### config.mk
export PLATFORM = sky130hd
export DESIGN_NAME = trace_uart_scheduler_flat
export DESIGN_NICKNAME = d
export VERILOG_FILES = /design/src/rtl/trace_uart_scheduler_if.sv /design/src/rtl/trace_uart_scheduler.sv /design/src/flat_wrapper.sv
export SDC_FILE = /design/constraint.sdc
export NUM_CORES = 1
export LEC_CHECK = 0
export CORE_ASPECT_RATIO = 1.25
export CORE_UTILIZATION = 50
export CTS_BUF_LIST = sky130_fd_sc_hd__clkbuf_16
export CTS_CLUSTER_DIAMETER = 120
export DETAILED_ROUTE_END_ITERATION = 12
export HOLD_SLACK_MARGIN = 0.06
export PLACE_DENSITY = 0.76
export SETUP_SLACK_MARGIN = 0.05
export SLEW_MARGIN = 20
export SYNTH_ARGS = -nofsm -noshare
export SYNTH_HDL_FRONTEND = slang
export SYNTH_SLANG_ARGS = --single-unit
### constraint.sdc
create_clock -name clk -period 14.4 [get_ports clk]
set_input_delay 2.16 -clock clk [delete_from_list [all_inputs] [get_ports clk]]
set_output_delay 2.16 -clock clk [all_outputs]
set_load 0.02 [all_outputs]
### src/rtl/trace_uart_scheduler_if.sv
// ---------------------------------------------------------------------------
// trace_uart_scheduler_if
//
// Groups the two byte/frame handshakes of the trace UART scheduler.
//   frame_valid / frame_data / frame_ready : 128-bit TPIU frame from the aligner
//   tx_data / tx_valid / tx_ready          : byte stream to the UART serializer
//
// Modports:
//   master : the scheduler (consumes frames, drives the UART byte stream)
//   slave  : its environment (frame aligner + UART transmitter)
// ---------------------------------------------------------------------------
interface trace_uart_scheduler_if;
    logic         frame_valid;
    logic [127:0] frame_data;
    logic         frame_ready;
    logic [7:0]   tx_data;
    logic         tx_valid;
    logic         tx_ready;

    modport master (
        input  frame_valid, frame_data, tx_ready,
        output frame_ready, tx_data, tx_valid
    );

    modport slave (
        output frame_valid, frame_data, tx_ready,
        input  frame_ready, tx_data, tx_valid
    );
endinterface

### src/rtl/trace_uart_scheduler.sv
// ---------------------------------------------------------------------------
// trace_uart_scheduler
//
// Sequences the UART transmit path of orbtrace. 16-byte TPIU frames are
// buffered in a one-deep holding register and sent as 17-byte FRAME packets
// (0x5A + payload). They are interleaved with 4-byte STATUS packets
// (0xA5, status, drop[15:8], drop[7:0]) raised by a heartbeat timer or by a
// change of sync / cfg_width. Frames arriving while the holding register is
// full are counted as drops and raise the sticky txOvf flag.
//
// Ports:
//   clk         system clock (12 MHz)
//   rst         asynchronous reset, active-low
//   bus         frame input and UART byte output handshakes (master modport)
//   sync        trace port synchronised
//   cfg_width   trace width code, reported in the status byte
//   txOvf       sticky overflow flag, cleared when a STATUS packet completes
//   frame_count wrapping count of completely transmitted frames
// ---------------------------------------------------------------------------
module trace_uart_scheduler #(
    parameter int HB_PERIOD = 12000000,
    parameter int DROP_W    = 16
) (
    input  logic                          clk,
    input  logic                          rst,
    trace_uart_scheduler_if.master        bus,
    input  logic                          sync,
    input  logic [1:0]                    cfg_width,
    output logic                          txOvf,
    output logic [7:0]                    frame_count
);

    localparam int              HB_W        = (HB_PERIOD > 1) ? $clog2(HB_PERIOD) : 1;
    localparam logic [HB_W-1:0] HB_LAST     = HB_W'(HB_PERIOD - 1);
    localparam logic [7:0]      FRAME_HDR   = 8'h5A;
    localparam logic [7:0]      STATUS_HDR  = 8'hA5;
    localparam logic [4:0]      FRAME_LAST  = 5'd16;
    localparam logic [4:0]      STATUS_LAST = 5'd3;

    typedef enum logic [1:0] {
        IDLE,
        STATUS,
        FRAME
    } state_t;

    state_t            state, state_next;
    logic [4:0]        idx, idx_next;
    logic              tx_valid_q, tx_valid_next;

    logic              hold_full;
    logic [127:0]      hold_data;
    logic [DROP_W-1:0] drop_cnt;
    logic [HB_W-1:0]   hb_cnt;
    logic              status_pending;
    logic              after_status;
    logic              sync_q;
    logic [1:0]        cfg_q;
    logic [7:0]        status_snap;
    logic [15:0]       drop_snap;
    logic [15:0]       drop_ext;
    logic [7:0]        tx_byte;
    logic [3:0]        byte_sel;

    logic accept, last_byte, pkt_done, status_done, frame_done;
    logic start_status, start_frame;
    logic drop, load, trigger;

    assign accept      = tx_valid_q && bus.tx_ready;
    assign last_byte   = (state == FRAME) ? (idx == FRAME_LAST) : (idx == STATUS_LAST);
    assign pkt_done    = accept && last_byte;
    assign status_done = pkt_done && (state == STATUS);
    assign frame_done  = pkt_done && (state == FRAME);

    // Upstream shows each frame for exactly one cycle, so a refused cycle is a lost frame.
    assign drop = bus.frame_valid && hold_full;
    assign load = bus.frame_valid && !hold_full;

    assign trigger = (hb_cnt == HB_LAST) || (sync != sync_q) || (cfg_width != cfg_q);

    // Drop count reported in the status packet is always 16 bits wide.
    generate
        if (DROP_W >= 16) begin : g_drop_trunc
            assign drop_ext = drop_cnt[15:0];
        end else begin : g_drop_ext
            assign drop_ext = {{(16 - DROP_W){1'b0}}, drop_cnt};
        end
    endgenerate

    // ------------------------------------------------------------------
    // State register
    // ------------------------------------------------------------------
    // NOTE: sequential state uses non-blocking assignments so every flop
    // updates from the same pre-edge values.
    always_ff @(posedge clk or negedge rst) begin
        if (!rst) begin
            state      <= IDLE;
            idx        <= '0;
            tx_valid_q <= 1'b0;
        end else begin
            state      <= state_next;
            idx        <= idx_next;
            tx_valid_q <= tx_valid_next;
        end
    end

    // ------------------------------------------------------------------
    // Next-state logic. Scheduling decisions are taken in IDLE only, so a
    // packet in flight is never interrupted. tx_valid rises one cycle after
    // a packet state is entered and falls when the last byte is taken.
    // ------------------------------------------------------------------
    always_comb begin
        // NOTE: every output of this block gets a default first so no path
        // can infer a latch.
        state_next    = state;
        idx_next      = idx;
        tx_valid_next = 1'b0;
        start_status  = 1'b0;
        start_frame   = 1'b0;
        case (state)
            IDLE: begin
                idx_next = '0;
                // A held frame goes ahead of a pending status right after a
                // status packet, so heartbeats cannot starve the frame path.
                if (status_pending && !(after_status && hold_full)) begin
                    state_next   = STATUS;
                    start_status = 1'b1;
                end else if (hold_full) begin
                    state_next  = FRAME;
                    start_frame = 1'b1;
                end
            end
            default: begin
                tx_valid_next = 1'b1;
                if (accept) begin
                    if (last_byte) begin
                        state_next    = IDLE;
                        tx_valid_next = 1'b0;
                    end else begin
                        idx_next = idx + 5'd1;
                    end
                end
            end
        endcase
    end

    // ------------------------------------------------------------------
    // Output logic. The byte is a pure function of state, idx and the
    // packet snapshots, so it stays put while the UART stalls.
    // ------------------------------------------------------------------
    assign byte_sel = idx[3:0] - 4'd1;  // idx 1..16 -> payload byte 0..15

    always_comb begin
        tx_byte = 8'h00;
        case (state)
            STATUS: begin
                case (idx)
                    5'd0:    tx_byte = STATUS_HDR;
                    5'd1:    tx_byte = status_snap;
                    5'd2:    tx_byte = drop_snap[15:8];
                    default: tx_byte = drop_snap[7:0];
                endcase
            end
            FRAME: begin
                tx_byte = (idx == 5'd0) ? FRAME_HDR : hold_data[{byte_sel, 3'b000} +: 8];
            end
            default: tx_byte = 8'h00;
        endcase
    end

    assign bus.tx_data     = tx_byte;
    assign bus.tx_valid    = tx_valid_q;
    assign bus.frame_ready = !hold_full;

    // ------------------------------------------------------------------
    // Frame payload
    // ------------------------------------------------------------------
    // NOTE: the payload has no reset; hold_full alone says whether it holds
    // a frame.
    always_ff @(posedge clk) begin
        if (load) begin
            hold_data <= bus.frame_data;
        end
    end

    // ------------------------------------------------------------------
    // Control and bookkeeping registers
    // ------------------------------------------------------------------
    always_ff @(posedge clk or negedge rst) begin
        if (!rst) begin
            hold_full      <= 1'b0;
            drop_cnt       <= '0;
            txOvf          <= 1'b0;
            frame_count    <= 8'd0;
            status_pending <= 1'b1;
            after_status   <= 1'b0;
            hb_cnt         <= '0;
            sync_q         <= 1'b0;
            cfg_q          <= 2'd0;
            status_snap    <= 8'd0;
            drop_snap      <= 16'd0;
        end else begin
            // A frame cannot load in its predecessor's last cycle: frame_ready
            // is still low then.
            if (load) begin
                hold_full <= 1'b1;
            end else if (frame_done) begin
                hold_full <= 1'b0;
            end

            // Packet start clears the counter; a drop in that cycle counts after it.
            if (start_status) begin
                drop_cnt <= drop ? DROP_W'(1) : '0;
            end else if (drop && (drop_cnt != '1)) begin
                drop_cnt <= drop_cnt + DROP_W'(1);
            end

            // A drop in the completion cycle of a status packet keeps the flag set.
            if (drop) begin
                txOvf <= 1'b1;
            end else if (status_done) begin
                txOvf <= 1'b0;
            end

            if (frame_done) begin
                frame_count <= frame_count + 8'd1;
            end

            // A trigger in the start cycle schedules a further status packet.
            if (trigger) begin
                status_pending <= 1'b1;
            end else if (start_status) begin
                status_pending <= 1'b0;
            end

            if (status_done) begin
                after_status <= 1'b1;
            end else if (start_frame) begin
                after_status <= 1'b0;
            end

            hb_cnt <= (hb_cnt == HB_LAST) ? '0 : hb_cnt + HB_W'(1);
            sync_q <= sync;
            cfg_q  <= cfg_width;

            if (start_status) begin
                status_snap <= {sync, cfg_width, txOvf, frame_count[3:0]};
                drop_snap   <= drop_ext;
            end
        end
    end

endmodule

### src/flat_wrapper.sv
// flat-port wrapper written by rule: the top's interface ports become plain ports
module trace_uart_scheduler_flat 
#(
    parameter int HB_PERIOD = 12000000,
    parameter int DROP_W    = 16
)
  (clk, rst, sync, cfg_width, txOvf, frame_count, bus_frame_valid, bus_frame_data, bus_tx_ready, bus_frame_ready, bus_tx_data, bus_tx_valid);
  trace_uart_scheduler_if bus_i ();
  input  logic clk;
  input  logic rst;
  input  logic sync;
  input  logic [1:0] cfg_width;
  output logic txOvf;
  output logic [7:0] frame_count;
  input wire logic [$bits(bus_i.frame_valid)-1:0] bus_frame_valid;
  input wire logic [$bits(bus_i.frame_data)-1:0] bus_frame_data;
  input wire logic [$bits(bus_i.tx_ready)-1:0] bus_tx_ready;
  output wire logic [$bits(bus_i.frame_ready)-1:0] bus_frame_ready;
  output wire logic [$bits(bus_i.tx_data)-1:0] bus_tx_data;
  output wire logic [$bits(bus_i.tx_valid)-1:0] bus_tx_valid;
  assign bus_i.frame_valid = bus_frame_valid;
  assign bus_i.frame_data = bus_frame_data;
  assign bus_i.tx_ready = bus_tx_ready;
  assign bus_frame_ready = bus_i.frame_ready;
  assign bus_tx_data = bus_i.tx_data;
  assign bus_tx_valid = bus_i.tx_valid;
  trace_uart_scheduler #(.HB_PERIOD(HB_PERIOD), .DROP_W(DROP_W)) u_core (.clk(clk), .rst(rst), .bus(bus_i), .sync(sync), .cfg_width(cfg_width), .txOvf(txOvf), .frame_count(frame_count));
endmodule
==> flow_metrics.tcl, run 1 <==
set metrics [dict create \
    synthToLayoutAreaGrowth_pct 26.1 \
    fin_worst_skew_ns 0.0138 \
    cts_resized 0 \
    vias 6090 \
    synth_cell_types 60 \
    hp-class "reg2reg" \
    finalCritPeriodShare_pct 43.9 \
    die_x_um 124 \
    p_leak_nw 4.51 \
    r2r-end "u_core.frame_count[4]$_DFFE_PN0P_" \
    run_status "completed" \
    relSlewSlack_pct 39.0 \
    cts.hold.buffers_added 0 \
    synth_top_cell_area_share_pct 41.3 \
    ys.flop_type "edfxtp_1" \
    ys_async_sr_fraction_pct 40.5 \
    io_pins 154 \
    gp_congestion 0.854 \
    overflow 0 \
    synth_cells 685 \
    critPathBufInv 4 \
    yosysTopAreaCell "edfxtp_1" \
    cts_tree "built" \
    row_count 55 \
    clkSlewWorstSetupHoldPaths_ns 0.06 \
    worstReg2RegStart "u_core.state[0]$_DFFE_PN0P_" \
    hold_start "u_core.status_snap[7]$_DFFE_PN0P_" \
    slew_violations 0 \
    power.density_nw_per_um2 166 \
    end_kind "output pin" \
    grt_use_total_pct 22.1 \
    slowest_stage "or4_1" \
    worst-setup-path-type "reg2out" \
    ant_nets 0 \
    cpMostUsedCell "buf_4" \
    critPathLaunch "u_core.idx[0]$_DFFE_PN0P_" \
    r2r_slack_ns 11.97 \
    cts_buffers 22 \
    clkLatencyLatePin_ns 0.51 \
    cts_setup_buffers 0 \
    drc 0 \
    initial_core_util_pct 51.2 \
    tns_ns 0 \
    ys_ff_latch 215 \
    ys_warn_count 0 \
    ys_seq_area_share_pct 64.7 \
    dr.pass1.iters 5 \
    slowest_delay_ns 0.58 \
    fp.dieH_um 155 \
    antenna_found_initial 1 \
    synthTopCellsByArea "edfxtp_1, dfrtp_1, mux4_2" \
    r2r_cells 7 \
    htreeDepth 1 \
    post-route-util_pct 64.6 \
    finalHoldViolCount 0 \
    viasPerCell 5.62 \
    dp.cells 1042 \
    worstMarginPinSlew_ns 0.914 \
    cp_cell_sequence "buf_4 -> inv_1 -> ha_1 -> buf_4 -> mux4_1 -> nand2_1 -> a21oi_1 -> or4_1 -> clkdlybuf4s50_1" \
    grt_start_max_net_pins 88 \
    fin_nets 984 \
    floorplan.die_area_sq_um 19200 \
    syn-num-nets 831 \
    min_period_ns 6.32 \
    irDropWorstVdd_mv 0.144 \
    fmax_mhz 158 \
    clkSinkCount 215 \
    wl_mm 20.5 \
    synthesis.area_sq_um 9310 \
    cp_num_cells 9 \
    portBuffers 153 \
    cts_buffer_depth 3 \
    rsz0062_at_grt "false" \
    dpl.hpwl_mm 14.7 \
    synth_edf_count 128 \
    maxCapViolCount 0 \
    core_area_sq_um 18200 \
    critPathCapture "bus_tx_data[4]" \
    start_kind "flip-flop" \
    grt_pass1_wl_mm 32.4 \
    crit_family "buffers and inverters" \
    finalSetupViolCount 0 \
    required_ns 12.24 \
    critPathMaxFanout 41 \
    arrival_ns 4.16 \
    layout-drive-gt1-share_pct 8.90 \
    synth.avg_cell_area_sq_um 13.6 \
    stdcell_count 1083 \
    drtIter0Drc 383 \
    root_buffer "clkbuf_16" \
    grt_pass1_vias 6390 \
    wl_per_cell_um 18.9 \
]
[cell families after synthesis]
kind of cell | after synthesis | synth area share (%)
fa+ha+maj | 11 | 1.48
xor+xnor | 43 | 4.05
simple gates | 265 | 13.7
flops | 215 | 64.7
compound gates | 69 | 5.03
mux | 42 | 9.07
buf+inv | 40 | 2.02
[through the flow]
step                      worst slack, ns  instance area, sq um  total power, mW  hold WS [ns]
after floorplan                      6.03                  9310             1.22         0.446
after global placement               8.65                 11000             1.38         0.463
after detailed placement             8.59                 11000             1.40         0.464
after CTS                            8.02                 11700             1.96         0.485
after global routing                 7.80                 11700             2.04         0.492
final                                8.08                 11700             1.94         0.481
[power breakdown]
part,switching (mW),total [mW],internal (mW)
logic,0.339,0.619,0.280
clock network,0.229,0.554,0.324
registers,0.0437,0.771,0.727
total,0.612,1.94,1.33
[cell usage in the layout (no fill, tap or decap), drive strengths merged, types with 3 or more instances in the layout]
| cell type | n |
|---|---|
| or4 | 4 |
| buf | 6 |
| and2 | 4 |
| a21oi | 19 |
| dfrtp | 86 |
| nand2 | 129 |
| or3 | 3 |
| xor2 | 21 |
| ha | 11 |
| o32a | 4 |
| nor2 | 42 |
| mux4 | 32 |
| and3 | 9 |
| clkbuf | 23 |
| nand2b | 3 |
| nand4 | 15 |
| a221oi | 4 |
| clkdlybuf4s50 | 152 |
| o31ai | 4 |
| a22oi | 4 |
| inv | 16 |
| edfxtp | 128 |
| mux2i | 9 |
| nor4bb | 3 |
| nor4 | 6 |
| nor3 | 9 |
| nor4b | 3 |
| clkinv | 10 |
| nor2b | 3 |
| a31oi | 3 |
| xnor2 | 22 |
| o21ai | 17 |
| nand3 | 26 |
[worst min-delay path by stage]
stage | endpoint | slack [ns] | cells after the start
floorplan | u_core.drop_snap[1]$_DFFE_PN0P_ | 0.45 | 2
global placement | u_core.frame_count[7]$_DFFE_PN0P_ | 0.46 | 1
detailed placement | u_core.drop_snap[2]$_DFFE_PN0P_ | 0.46 | 2
CTS | u_core.drop_snap[3]$_DFFE_PN0P_ | 0.49 | 2
global route | u_core.frame_count[7]$_DFFE_PN0P_ | 0.49 | 1
finish | u_core.status_snap[7]$_DFFE_PN0P_ | 0.48 | 2
[metal layers]
metal,global-route usage (%),vias up,share of wire [%]
met5,0,-,0
met4,6.29,0,2.3
met3,3.83,32,5.6
met2,39.2,198,53
met1,27.2,3023,39
li1,-,2837,-
[worst min-delay path, stage by stage, from the launching register on]
cell and delay, ns:
dfrtp_1 0.34, nand2_1 0.05, nand2_1 0.06
[area by class of cell]
cell class / count / area, sq um
clock inverters: 17 / 125
flip-flops and latches: 215 / 6020
multi-input cells: 430 / 3120
clock buffers: 23 / 576
well taps: 228 / 285
diodes: 1 / 2.50
inverters: 11 / 41.3
fillers: 1369 / 6420
repair buffers: 158 / 1570
[synth_stat cells, types with 3 or more instances]
cell type,count
a21oi_1,19
inv_1,11
xnor2_1,22
o32a_1,4
nor4bb_1,3
mux2i_1,9
nor3_1,7
nand2_1,129
or4_1,4
o31ai_1,4
edfxtp_1,128
a22oi_1,4
nand4_1,15
nor2b_1,3
a221oi_1,4
clkbuf_1,14
buf_1,6
dfrtp_1,86
and3_1,9
ha_1,11
and2_1,4
nor4b_1,3
nand2b_1,3
a31oi_1,3
o21ai_0,16
mux4_2,26
buf_2,5
mux4_1,6
xor2_1,21
nand3_1,25
or3_1,3
nor2_1,42
nor4_1,5
[state kept, by name (all words and copies together), names as in the netlist, 2 cells and up]
name	count
u_core.drop_snap	16
u_core.idx	5
u_core.drop_cnt	16
u_core.hold_data	128
u_core.status_snap	8
u_core.hb_cnt	24
u_core.cfg_q	2
u_core.state	2
u_core.frame_count	8
No activity file was read; power rests on OpenSTA's default activity.
==> run 2: changes to the inputs <==
Settings changed: CORE_UTILIZATION 50 to 48.
Clock period 14.4 ns to 5.8 ns, I/O delays scaled along.
==> run 2 against run 1 <==
Sequential share of layout area shrank 0.65 points. Final cell count up 0.65%. Global-route usage shrank 1.7 points. Flip-flop and latch count unchanged. Largest power group unchanged.
==> flow_metrics.tcl, run 2 (synthesis results as in run 1) <==
set metrics [dict create \
    clkSlewWorstSetupHoldPaths_ns 0.06 \
    required_ns 4.93 \
    fin_nets 988 \
    antenna_found_initial 0 \
    wl_per_cell_um 18.3 \
    grt_pass1_wl_mm 31.4 \
    relSlewSlack_pct 41.3 \
    io_pins 154 \
    layout-drive-gt1-share_pct 9.44 \
    wl_mm 19.9 \
    core_area_sq_um 18800 \
    critPathMaxFanout 18 \
    grt_start_max_net_pins 59 \
    layout_common_cells "clkdlybuf4s50_1, nand2_1, edfxtp_1" \
    cp_cell_sequence "inv_1 -> ha_1 -> buf_4 -> mux4_2 -> mux2i_1 -> o32a_1 -> o21ai_0 -> clkdlybuf4s50_1" \
    finalSetupViolCount 0 \
    slowest_delay_ns 0.75 \
    root_buffer "clkbuf_16" \
    worst-setup-path-type "reg2out" \
    dr.pass1.iters 4 \
    synthToLayoutAreaGrowth_pct 27.8 \
    viasPerCell 5.53 \
    fmax_mhz 219 \
    overflow 0 \
    arrival_ns 3.71 \
    portBuffers 153 \
    reg_top3 "u_core.hold_data: 128 flops, u_core.hb_cnt: 24 flops" \
    min_period_ns 4.58 \
    gp_congestion 0.873 \
    die_x_um 127 \
    dp.cells 1049 \
    dpl.hpwl_mm 14.2 \
    finalCritPeriodShare_pct 78.9 \
    maxCapViolCount 0 \
    cts_buffers 22 \
    slowest_stage "ha_1" \
    clkSinkCount 215 \
    cts_tree "built" \
    drtIter0Drc 431 \
    holdWs_ns 0.284 \
    cts.hold.buffers_added 0 \
    start_kind "flip-flop" \
    htreeDepth 1 \
    initial_core_util_pct 49.4 \
    hp-class "in2async" \
    finalHoldViolCount 0 \
    top_register "u_core.hold_data" \
    fill_cells 1389 \
    p_leak_nw 4.56 \
    row_count 56 \
    vias 6029 \
    ant_nets 0 \
    worstMarginPinSlew_ns 0.868 \
    tns_ns 0 \
    floorplan.die_area_sq_um 20000 \
    irDropWorstVdd_mv 0.314 \
    largest_reg_flops 128 \
    stdcell_count 1090 \
    drc 0 \
    cts_buffer_depth 3 \
    cts_setup_buffers 0 \
    power.density_nw_per_um2 424 \
    grt_use_total_pct 20.4 \
    run_status "completed" \
    cts_resized 0 \
    end_kind "output pin" \
    slew_violations 0 \
    fin_worst_skew_ns 0.0185 \
    diodes 0 \
    layout_commonest_cell "clkdlybuf4s50_1" \
    clkLatencyLatePin_ns 0.50 \
    post-route-util_pct 63.1 \
    fp.dieH_um 158 \
    grt_pass1_vias 6062 \
    rsz0062_at_grt "false" \
]
run 2: cell types whose count changed in the layout (fill, tap and decap cells not counted), sizes merged:
cell,change
buf,+4
bufinv,+4
diode,-1
clkinvlp,+2
clkinv,-4
inv,-2
run 2: critical path: cells and delay by family, from the launching register on:
kind | cells | cell delay, ns
compound gates | 2 | 0.25
fa+ha+maj | 1 | 0.75
buf+inv | 3 | 1.10
flops | 1 | 0.57
mux | 2 | 0.52
run 2: final timing paths:
kind / start / to / slack, ns / cells past startpoint
max: u_core.idx[1]$_DFFE_PN0P_ / bus_tx_data[0] / 1.22 / 8
min: rst / u_core.hb_cnt[18]$_DFF_PN0_ / 0.28 / 1
max reg2reg: u_core.idx[0]$_DFFE_PN0P_ / u_core.frame_count[4]$_DFFE_PN0P_ / 3.39 / 6
min reg2reg: u_core.drop_snap[1]$_DFFE_PN0P_ / u_core.drop_snap[1]$_DFFE_PN0P_ / 0.48 / 2
max in group asynchronous: rst / u_core.drop_cnt[9]$_DFFE_PN0P_ / 4.43 / 2
min in group clk: u_core.drop_snap[1]$_DFFE_PN0P_ / u_core.drop_snap[1]$_DFFE_PN0P_ / 0.48 / 2
run 2: power by group:
part | internal (mW) | leakage, nW | switching [mW]
Combinational | 0.710 | 1.86 | 0.859
Clock | 0.989 | 0.400 | 0.580
Sequential | 1.80 | 2.30 | 0.107
run 2: through the flow:
| stage | power, mW | setup slack [ns] | area [sq um] |
|---|---|---|---|
| global route | 5.28 | 0.986 | 11900 |
| detailed placement | 3.50 | 1.76 | 11100 |
| finish | 5.05 | 1.22 | 11900 |
| CTS | 5.08 | 1.15 | 11900 |
| floorplan | 3.02 | 1.14 | 9310 |
| global placement | 3.48 | 1.81 | 11100 |
run 2: per-layer routing:
layer | wire, um | GRT usage [%] | share of wire (%)
met2 | 10400 | 36.8 | 52
met1 | 7920 | 25.2 | 40
met5 | 0 | 0 | 0
met3 | 1190 | 3.85 | 6.0
met4 | 380 | 5.34 | 1.9
run 2: area by class of cell:
type	instances	area, sq um	share of cell area [%]
multi-input cells	430	3110	26.2
clock inverters	17	241	2.03
clock buffers	23	576	4.84
well taps	232	290	2.44
repair buffers	162	1610	13.5
inverters	11	41.3	0.347
flip-flops and latches	215	6020	50.6
==> run 3: changes to the inputs <==
Clock period 5.8 ns to 4.1 ns, I/O delays scaled along.
==> run 3 against run 2 <==
Sequential power is 42% higher. Power is 40% higher. Register-to-register slack worse by 1.7 ns. Flip-flop and latch count stayed put. Global-route usage hardly changed. Non-clock buffer count is 3 higher. First-iteration DRC count is 0.46% higher. Critical path type unchanged. Critical path depth stayed put.
==> flow_metrics.tcl, run 3 (synthesis results as in run 1) <==
set metrics [dict create \
    drc 0 \
    critPathMaxFanout 19 \
    root_buffer "clkbuf_16" \
    die_x_um 127 \
    grt_start_max_net_pins 85 \
    slew_violations 0 \
    layout_commonest_cell "clkdlybuf4s50_1" \
    fill_cells 1354 \
    top_register "u_core.hold_data" \
    portBuffers 153 \
    arrival_ns 3.28 \
    htreeDepth 1 \
    drtIter0Drc 433 \
    p_leak_nw 4.56 \
    rsz0062_at_grt "false" \
    overflow 0 \
    initial_core_util_pct 49.4 \
    irDropWorstVdd_mv 0.463 \
    clkSinkCount 215 \
    critPathLaunch "u_core.idx[1]$_DFFE_PN0P_" \
    worstMarginPinSlew_ns 0.901 \
    ant_nets 0 \
    finalHoldViolCount 0 \
    vias 6101 \
    io_pins 154 \
    fin_nets 991 \
    tns_ns 0 \
    layout_common_cells "clkdlybuf4s50_1, nand2_1, edfxtp_1" \
    grt_pass1_wl_mm 31.6 \
    floorplan.die_area_sq_um 20000 \
    fmax_mhz 257 \
    end_kind "output pin" \
    holdWs_ns 0.203 \
    clkLatencyLatePin_ns 0.50 \
    required_ns 3.48 \
    grt_pass1_vias 6182 \
    hp-class "in2async" \
    relSlewSlack_pct 39.7 \
    r2r_cells 7 \
    reg_top3 "u_core.hold_data: 128 flops, u_core.hb_cnt: 24 flops" \
    dp.cells 1053 \
    worst-setup-path-type "reg2out" \
    dr.pass1.iters 5 \
    wl_mm 19.8 \
    row_count 56 \
    finalSetupViolCount 0 \
    post-route-util_pct 63.0 \
    start_kind "flip-flop" \
    layout-drive-gt1-share_pct 9.53 \
    cts_tree "built" \
    dp_slack_ns 0.620 \
    cts_buffer_depth 3 \
    core_area_sq_um 18800 \
    clkSlewWorstSetupHoldPaths_ns 0.06 \
    gp_congestion 0.854 \
    wl_per_cell_um 18.2 \
    finalCritPeriodShare_pct 94.9 \
    stdcell_count 1092 \
    antenna_found_initial 0 \
    dpl.hpwl_mm 14.1 \
    grt_use_total_pct 20.4 \
    largest_reg_flops 128 \
    cts_buffers 22 \
    fp.dieH_um 158 \
    power.density_nw_per_um2 596 \
    diodes 0 \
    maxCapViolCount 0 \
    synthToLayoutAreaGrowth_pct 27.6 \
    run_status "completed" \
    viasPerCell 5.59 \
    fin_worst_skew_ns 0.00871 \
    worstReg2RegStart "u_core.state[0]$_DFFE_PN0P_" \
    min_period_ns 3.89 \
    finalWorstSetupSlack_ns 0.208 \
]
==> run 3: cell count changes in the layout (fill, tap and decap cells not counted), sizes merged <==
cell,delta
buf,+3
bufinv,-1
==> run 3: worst paths after layout <==
check                                                     to  slack (ns)
hold reg to reg             u_core.drop_snap[10]$_DFFE_PN0P_        0.48
max in group asynchronous     u_core.drop_cnt[5]$_DFFE_PN0P_        3.04
hold / removal                   u_core.hb_cnt[20]$_DFF_PN0_        0.20
setup / recovery                              bus_tx_data[3]        0.21
setup reg to reg           u_core.frame_count[4]$_DFFE_PN0P_        1.70
min in group clk            u_core.drop_snap[10]$_DFFE_PN0P_        0.48
==> run 3: timing repair <==
action | 4_1_cts | 5_1_grt
setup buffers | 0 | 0
resized for setup | 0 | 2
endpoints found under the setup margin | 0 | 8
hold buffers | 0 | 0
endpoints found under the hold margin | 0 | 0
==> run 3: metrics by stage <==
step / total power, mW / cell area, sq um
6_report: 7.08 / 11900
2_1_floorplan: 4.27 / 9320
5_1_grt: 7.43 / 11900
3_5_place_dp: 4.98 / 11100
3_3_place_gp: 4.94 / 11100
4_1_cts: 7.13 / 11900
==> run 3: power breakdown <==
| part | switching, mW | total, mW | internal (mW) |
|---|---|---|---|
| logic | 1.20 | 2.23 | 1.02 |
| clock network | 0.810 | 2.14 | 1.33 |
| registers | 0.165 | 2.72 | 2.55 |
==> run 3: layer usage <==
layer / GRT usage (%) / routed length (um) / up-vias
li1: - / - / 2847
met1: 25.9 / 8020 / 2999
met2: 35.5 / 10200 / 218
met3: 3.72 / 1220 / 37
met4: 6.31 / 431 / 0
met5: 0 / 0 / -
==> run 3: layout make-up <==
cell class / count / area [sq um] / area share, %
flip-flops and latches: 215 / 6020 / 50.7
multi-input cells: 430 / 3110 / 26.2
repair buffers: 165 / 1640 / 13.8
clock buffers: 23 / 576 / 4.85
well taps: 232 / 290 / 2.44
clock inverters: 16 / 204 / 1.72
inverters: 11 / 41.3 / 0.348
==> run 3: worst max-delay path, cell delays in order, from the launching register on <==
cell and delay, ns:
dfrtp_2 0.48, inv_1 0.11, ha_1 0.28, buf_4 0.26
mux4_2 0.37, nand2_1 0.08, a21oi_1 0.06, or4_1 0.53
clkdlybuf4s50_1 0.59
